`config.mk`:
```
export PLATFORM = sky130hd
export DESIGN_NAME = m_mux_rr
export DESIGN_NICKNAME = d
export VERILOG_FILES = /design/src/rtl/m_mux_rr_pkg.sv /design/src/rtl/m_rr_arbiter.sv /design/src/rtl/m_mux_rr.sv
export SDC_FILE = /design/constraint.sdc
export NUM_CORES = 1
export LEC_CHECK = 0
export CORE_MARGIN = 2
export CORE_UTILIZATION = 43
export DETAILED_ROUTE_END_ITERATION = 8
export PLACE_DENSITY = 0.85
export SKIP_CTS_REPAIR_TIMING = 1
export SLEW_MARGIN = 20
export SYNTH_ARGS = -nofsm -noshare
export SYNTH_HDL_FRONTEND = slang
export SYNTH_HIERARCHICAL = 1
export SYNTH_SLANG_ARGS = --single-unit
```
`constraint.sdc`:
```
create_clock -name clk -period 6.6 [get_ports clk]
set_clock_uncertainty 0.1 [all_clocks]
set_input_delay 1.32 -clock clk [delete_from_list [all_inputs] [get_ports clk]]
set_output_delay 1.32 -clock clk [all_outputs]
set_load 0.05 [all_outputs]
```
`src/rtl/m_mux_rr_pkg.sv`:
```
// rtl/m_mux_rr_pkg.sv - shared constants for the round-robin registered mux
package m_mux_rr_pkg;

    localparam logic MODE_RR    = 1'b0;
    localparam logic MODE_FIXED = 1'b1;

    localparam int DEF_N = 4;
    localparam int DEF_W = 8;

endpackage

```
`src/rtl/m_rr_arbiter.sv`:
```
// rtl/m_rr_arbiter.sv - combinational round-robin / fixed-priority arbiter
module m_rr_arbiter
    import m_mux_rr_pkg::*;
#(
    parameter int N    = DEF_N,
    parameter int SELW = $clog2(N)
) (
    input  logic [N-1:0]    req,
    input  logic [SELW-1:0] ptr,
    input  logic            mode,
    input  logic            en,
    output logic [N-1:0]    grant,
    output logic [SELW-1:0] grant_idx
);

    logic            found;
    logic [SELW-1:0] idx;
    int              sum;

    // Scan order starts at ptr in round-robin mode and at 0 in fixed mode;
    // the explicit subtract keeps the wrap correct for non-power-of-two N.
    always_comb begin
        found     = 1'b0;
        grant_idx = '0;
        idx       = '0;
        sum       = 0;
        for (int k = 0; k < N; k++) begin
            sum = (mode == MODE_FIXED) ? k : int'(ptr) + k;
            if (sum >= N) begin
                sum = sum - N;
            end
            idx = SELW'(sum);
            if (!found && req[idx]) begin
                found     = 1'b1;
                grant_idx = idx;
            end
        end
        grant = (found && en) ? (N'(1) << grant_idx) : '0;
    end

endmodule

```
`src/rtl/m_mux_rr.sv`:
```
// rtl/m_mux_rr.sv - N-channel registered mux with valid/ready and run-time arbitration
module m_mux_rr
    import m_mux_rr_pkg::*;
#(
    parameter int N    = DEF_N,
    parameter int W    = DEF_W,
    parameter int SELW = $clog2(N)
) (
    input  logic              clk,
    input  logic              rst,
    input  logic [N*W-1:0]    in_data,
    input  logic [N-1:0]      in_valid,
    output logic [N-1:0]      in_ready,
    input  logic              mode,
    output logic [W-1:0]      out_data,
    output logic [SELW-1:0]   out_sel,
    output logic              out_valid,
    input  logic              out_ready
);

    logic [SELW-1:0] ptr;
    logic [SELW-1:0] grant_idx;
    logic [N-1:0]    grant;
    logic            can_load;
    logic [W-1:0]    sel_word;

    assign can_load = ~out_valid | out_ready;

    m_rr_arbiter #(
        .N    (N),
        .SELW (SELW)
    ) u_arb (
        .req       (in_valid),
        .ptr       (ptr),
        .mode      (mode),
        .en        (can_load & ~rst),
        .grant     (grant),
        .grant_idx (grant_idx)
    );

    assign in_ready = grant;

    always_comb begin
        sel_word = '0;
        for (int i = 0; i < N; i++) begin
            if (SELW'(i) == grant_idx) begin
                sel_word = in_data[i*W +: W];
            end
        end
    end

    always_ff @(posedge clk) begin
        if (rst) begin
            out_valid <= 1'b0;
            out_data  <= '0;
            out_sel   <= '0;
            ptr       <= '0;
        end else if (|grant) begin
            out_valid <= 1'b1;
            out_data  <= sel_word;
            out_sel   <= grant_idx;
            if (mode == MODE_RR) begin
                ptr <= (grant_idx == SELW'(N - 1)) ? '0 : grant_idx + 1'b1;
            end
        end else if (out_ready) begin
            // Drain with nothing to reload: keep the last word/index visible.
            out_valid <= 1'b0;
        end
    end

endmodule
```
* Yosys cells after proc, flatten, opt, wreduce, memory -nomap -nowiden
Cells that the tools add are included.
Word-level totals: register bits after elaboration 13, output and inout port bits 15, input bits 40, logic and storage cells 73
Operators by class: shifts and indexed selects 1, $add $sub $neg 8, magnitude comparators 8, reduce and logical (&&, ||, !) cells 11, bitwise logic cells 5, multiplexer cells 32, equality and inequality tests 4
Operators by type and width (number):
- greater-or-equal comparator 32 x 4 -> 1 bit (second input constant) | 4
- 2-to-1 mux 8 bit | 4
- 2-to-1 mux 2 bit | 10
- less-than comparator 2 x 3 -> 1 bit (second input constant) | 4
- 2-to-1 mux 1 bit | 10
- 2-to-1 mux 3 bit | 3
- binary-select mux 1 bit (select 2 bit) | 4
- subtractor 2 x 1 -> 2 bit (second input constant) | 4
- adder 2 x 2 -> 3 bit (second input constant) | 2
- == test 2 bit (first input constant) | 2
- logical AND 1 bit | 4
- 2-to-1 mux 4 bit | 1
- OR reduction 4 bit | 1
- << shifter 1 x 2 -> 4 bit (first input constant) | 1
- adder 2 x 1 -> 3 bit (second input constant) | 1
- logical NOT 1 bit | 3
- NOT 1 bit | 3
- adder 2 x 1 -> 2 bit (second input constant) | 1
- == test 1 x 2 -> 1 bit (first input constant) | 1
- == test 2 bit (second input constant) | 1
- logical NOT 2 bit | 1
- AND reduction 2 bit | 1
- nonzero test 2 bit | 1
- AND 1 bit | 1
- bitwise OR 1 bit | 1

* Depth between registers and ports, before layout
depth after elaboration 20, gate-level depth with buffers 12, depth with buffers taken out 9

* Cells and area by module
Netlist, hierarchy kept.
Modules (own cells, without submodules):
- m_mux_rr | cells an instance 101, area an instance 873.3 um^2, seq. area each 260.2 um^2, times used 1
- m_rr_arbiter | cells an instance 35, area an instance 251.5 um^2, seq. area each 0.0 um^2, times used 1

* Worst setup path after synthesis
No wires, ideal clock.
path kind input to output, start point input in_valid[1], end point output in_ready[1], data arrival time 3.954 ns, buffers on the path 1, slack 1.226 ns, stages on the path 5, data required time 5.180 ns, cell sequence buf_2 > nor2_1 > o21a_1 > o22a_1 > nor4b_1
Between the ends: cells in the longest elaborated chain, start to end 14, elaborated cells on any way between the ends 25, those cells by class 1 x shift; 17 x mux; 7 x reduce/logical
Ends and longest elaborated chain:
- from (decl) | line m_mux_rr.sv:12 | input logic [N-1:0] in_valid,
- binary-select mux 1 bit (select 2 bit) | line m_rr_arbiter.sv:33 | if (!found && req[idx]) begin
- 2-to-1 mux 1 bit (not written as such) | line m_rr_arbiter.sv:33
- 2-to-1 mux 1 bit | line m_rr_arbiter.sv:33
- logical NOT 1 bit | line m_rr_arbiter.sv:33
- logical AND 1 bit | line m_rr_arbiter.sv:33
- 2-to-1 mux 1 bit | line m_rr_arbiter.sv:33
- logical NOT 1 bit | line m_rr_arbiter.sv:33
- logical AND 1 bit | line m_rr_arbiter.sv:33
- 2-to-1 mux 1 bit | line m_rr_arbiter.sv:33
- logical NOT 1 bit | line m_rr_arbiter.sv:33
- logical AND 1 bit | line m_rr_arbiter.sv:33
- 2-to-1 mux 2 bit (*) | line m_rr_arbiter.sv:33
- via grant_idx[1] | line m_mux_rr.sv:22 | logic [SELW-1:0] grant_idx;
- << shifter 1 x 2 -> 4 bit (*) | line m_rr_arbiter.sv:38 | grant = (found && en) ? (N'(1) << grant_idx) : '0;
- 2-to-1 mux 4 bit (*) | line m_rr_arbiter.sv:38
- to (decl) | line m_mux_rr.sv:13 | output logic [N-1:0] in_ready,
Mark *: on every way through the listed nets, which the timed path passes. The rest lies on a longest branch. The select of a mux whose other input is x is not followed.

* Worst setup path in the final report
start point input mode, end point output in_ready[1]
Between the ends: cells in the longest elaborated chain, start to end 17, elaborated cells on any way between the ends 41, those cells by class 4 x add/sub; 4 x order compare; 1 x shift; 25 x mux; 7 x reduce/logical
Ends and longest elaborated chain:
- from (decl) | line m_mux_rr.sv:14 | input logic mode,
- 2-to-1 mux 2 bit | line m_rr_arbiter.sv:28 | sum = (mode == MODE_FIXED) ? k : int'(ptr) + k;
- greater-or-equal comparator 32 x 4 -> 1 bit or subtractor 2 x 1 -> 2 bit (tied branches) | line m_rr_arbiter.sv:29, m_rr_arbiter.sv:30
- 2-to-1 mux 2 bit | line m_rr_arbiter.sv:29 | if (sum >= N) begin
- binary-select mux 1 bit (select 2 bit) | line m_rr_arbiter.sv:33
- 2-to-1 mux 1 bit (not written as such) | line m_rr_arbiter.sv:33
- 2-to-1 mux 1 bit | line m_rr_arbiter.sv:33
- logical NOT 1 bit | line m_rr_arbiter.sv:33
- logical AND 1 bit | line m_rr_arbiter.sv:33
- [... 2 more ...]
- logical AND 1 bit | line m_rr_arbiter.sv:33
- 2-to-1 mux 1 bit | line m_rr_arbiter.sv:33
- logical NOT 1 bit | line m_rr_arbiter.sv:33
- logical AND 1 bit | line m_rr_arbiter.sv:33
- 2-to-1 mux 2 bit (*) | line m_rr_arbiter.sv:33
- via grant_idx[1] | line m_mux_rr.sv:22
- << shifter 1 x 2 -> 4 bit (*) | line m_rr_arbiter.sv:38
- 2-to-1 mux 4 bit (*) | line m_rr_arbiter.sv:38
Marks and branches as above.

==> run metrics <==
outcome complete, no violations; Sw Ratio 0.417; Critical Path Start Type primary input; Vias around 1200; drt via density 5.62; Worst EP arrival around 4.3 ns; Post-synth ARST share 0; drt drc 0; global-route wire length before repair 4.56 mm; sequential area share after synthesis 0.231; share of layout cells above drive strength 1 0.0815; Comb pwr share 0.566; most used cell, CP clkdlybuf4s50_1; CTS sink count 13; minimum clock period 5.70 ns; area grow syn2layout 45.6%; Fin. Hold Viols 0; Seq pwr share 0.291; die area 3040 sq um; Post-synth EDFFs 0; Clock Latency Late Sink 0.27 ns; crit-path max FO 10; Clock transition at path regs 0.08 ns; Iter 0 DRT Violations 9; largest net degree at the start of global routing 18; row count 18; Syn Area/Cell 8.27 sq um; Starting Density 0.454; nets@finish 229; I/O pins 55; WHS 0.371 ns; H-tree depth 1; Seq cells post-synth 13; Chip Height 55.1 um; Inserted Clock Buffers 3; antenna violations before repair 0; DR WL/cell 13.7 um; final slew viol count 0; vias in the first global route 1155; P_leak 0.614 nW; DRT Wirelength 2.94 mm; PwrDens 207 nW/um^2; slowest stage delay, CP approximately 0.94 ns; n_diodes 0; Core ar. between 2000 and 2500 sq um; Hold Crit Class reg -> reg; Antenna Nets Post-Route 0; post-synthesis cell type count 41; Final Wtd Congestion 0.743; drt first pass iters 4; simple logic cell fraction of the synthesized area 0.231; Mapped Nets 180; Setup CP Type in -> out; Post-Syn Instances 136; Critical Path, Cell by Cell clkdlybuf4s50_1, o21ba_1, o21a_1, o22a_1, nor4b_1, clkdlybuf4s50_1; post-route setup TNS 0 ns; # Max-Cap Violations 0; Clk pwr share 0.143; Int Pwr between 150 and 200 uW; CTS tree yes; gr ovfl total 0; Worst path slowest cell clkdlybuf4s50_1; width of the chip 55.1 um; Total GRT Usage 0.207; Critical Path RT 5.18 ns; commonest non-fill, non-tap cell in the layout clkdlybuf4s50_1; Root Driver clkbuf_4; cell family with most CP delay buffers and inverters; fillers around 220; top_reg_cell synth dfxtp_1; Rel. slew slack 0.473; # setup viols final 0; Final HPWL DP 2.32 mm; Synth Cell Area 1120 sq um; main combinational cell family by area after synthesis compound AO/OA/AOI/OAI gates; Fmax 175 MHz; xor and xnor fraction of the mapped netlist area 0.00779; measured slew at the worst slew-check pin roughly 0.78 ns; Adder-Cell Fraction of Synth Area 0.0445; CP Capture Type output pin; Port Buffers 54; most frequent cells in the layout clkdlybuf4s50_1, a21oi_1, inv_1, dfxtp_1, nand3b_1; RSZ-0062 raised after global routing false; Ys Warns 6; part of the cycle the worst path needs 0.864; CTS max path bufs 2; buffers and inverters on the worst path 2; mux cell area share after synthesis 0; NetSw 142 uW; Max IR drop VDD 0.000113 V; Compound-Gate Fraction of Synth Area 0.354
==> metrics by stage <==
step	instance area (sq um)	utilization	instances	total power [mW]	worst slack, ns
2_1_floorplan	1120	-	136	0.236	1.23
3_3_place_gp	1610	0.651	210	0.287	1.02
3_5_place_dp	1610	0.651	210	0.293	0.890
4_1_cts	1640	0.661	214	0.342	0.882
5_1_grt	1640	0.661	214	0.361	0.781
6_report	1640	0.661	214	0.340	0.901
==> logic make-up after synthesis <==
family          Yosys count
fa+ha+maj                 4
flops                    13
buf+inv                  24
compound gates           54
xor+xnor                  1
simple gates             40
==> registers in the layout, indices dropped and copies added (netlist names) <==
name / cells
out_sel: 2
ptr: 2
out_data: 8
out_valid: 1
==> synthesized netlist by cell type, types with 2 or more instances <==
cell      count  area share
nand2_1       4       0.013
nand2b_1      2       0.011
nor2_2        2       0.011
nand3b_1     11       0.073
nor2b_1       2       0.011
buf_6         3       0.030
inv_1        13       0.043
dfxtp_1      13        0.23
a211oi_2      3       0.033
buf_4         4       0.027
a211oi_1      6       0.040
a21oi_1      23        0.10
or3b_1        2       0.016
a221o_1       9       0.080
ha_1          4       0.044
nor2_1        9       0.030
o21ai_0       2      0.0089
==> tightest hold or removal path: stages, from the launching register on <==
cell     delay [ns]
dfxtp_1        0.32
nand2_1        0.06
a21oi_1        0.05
==> routing by layer <==
metal | global-route usage | up-vias | routed length, um
met5 | 0 | - | 0
met4 | 0.0894 | 0 | 34
met3 | 0.0323 | 5 | 179
met2 | 0.411 | 44 | 1500
met1 | 0.209 | 553 | 1220
li1 | - | 601 | -
==> power by group through the flow <==
stage | sequential, mW | clock [mW] | combinational [mW]
6_report | 0.0989 | 0.0486 | 0.192
5_1_grt | 0.101 | 0.0546 | 0.205
4_1_cts | 0.0991 | 0.0494 | 0.193
3_5_place_dp | 0.101 | 0 | 0.192
3_3_place_gp | 0.100 | 0 | 0.187
2_1_floorplan | 0.137 | 0 | 0.0990
==> worst paths after layout <==
kind / depth (start not counted) / slack, ns / end / from
max reg2reg: 9 / 3.58 / out_data[6]$_SDFFE_PP0P_ / ptr[0]$_SDFFE_PP0P_
min reg2reg: 2 / 0.37 / out_sel[1]$_SDFFE_PP0P_ / out_sel[1]$_SDFFE_PP0P_
min: 2 / 0.37 / out_sel[1]$_SDFFE_PP0P_ / out_sel[1]$_SDFFE_PP0P_
max: 6 / 0.90 / in_ready[1] / mode
==> cell type report <==
| type | instances | area [sq um] | area share |
|---|---|---|---|
| Multi-Input combinational cell | 99 | 717 | 0.438 |
| Timing Repair Buffer | 55 | 548 | 0.335 |
| Sequential cell | 13 | 260 | 0.159 |
| Inverter | 13 | 48.8 | 0.0298 |
| Tap cell | 30 | 37.5 | 0.0229 |
| Clock buffer | 4 | 26.3 | 0.0160 |
Power figures use the tool's default switching activity.
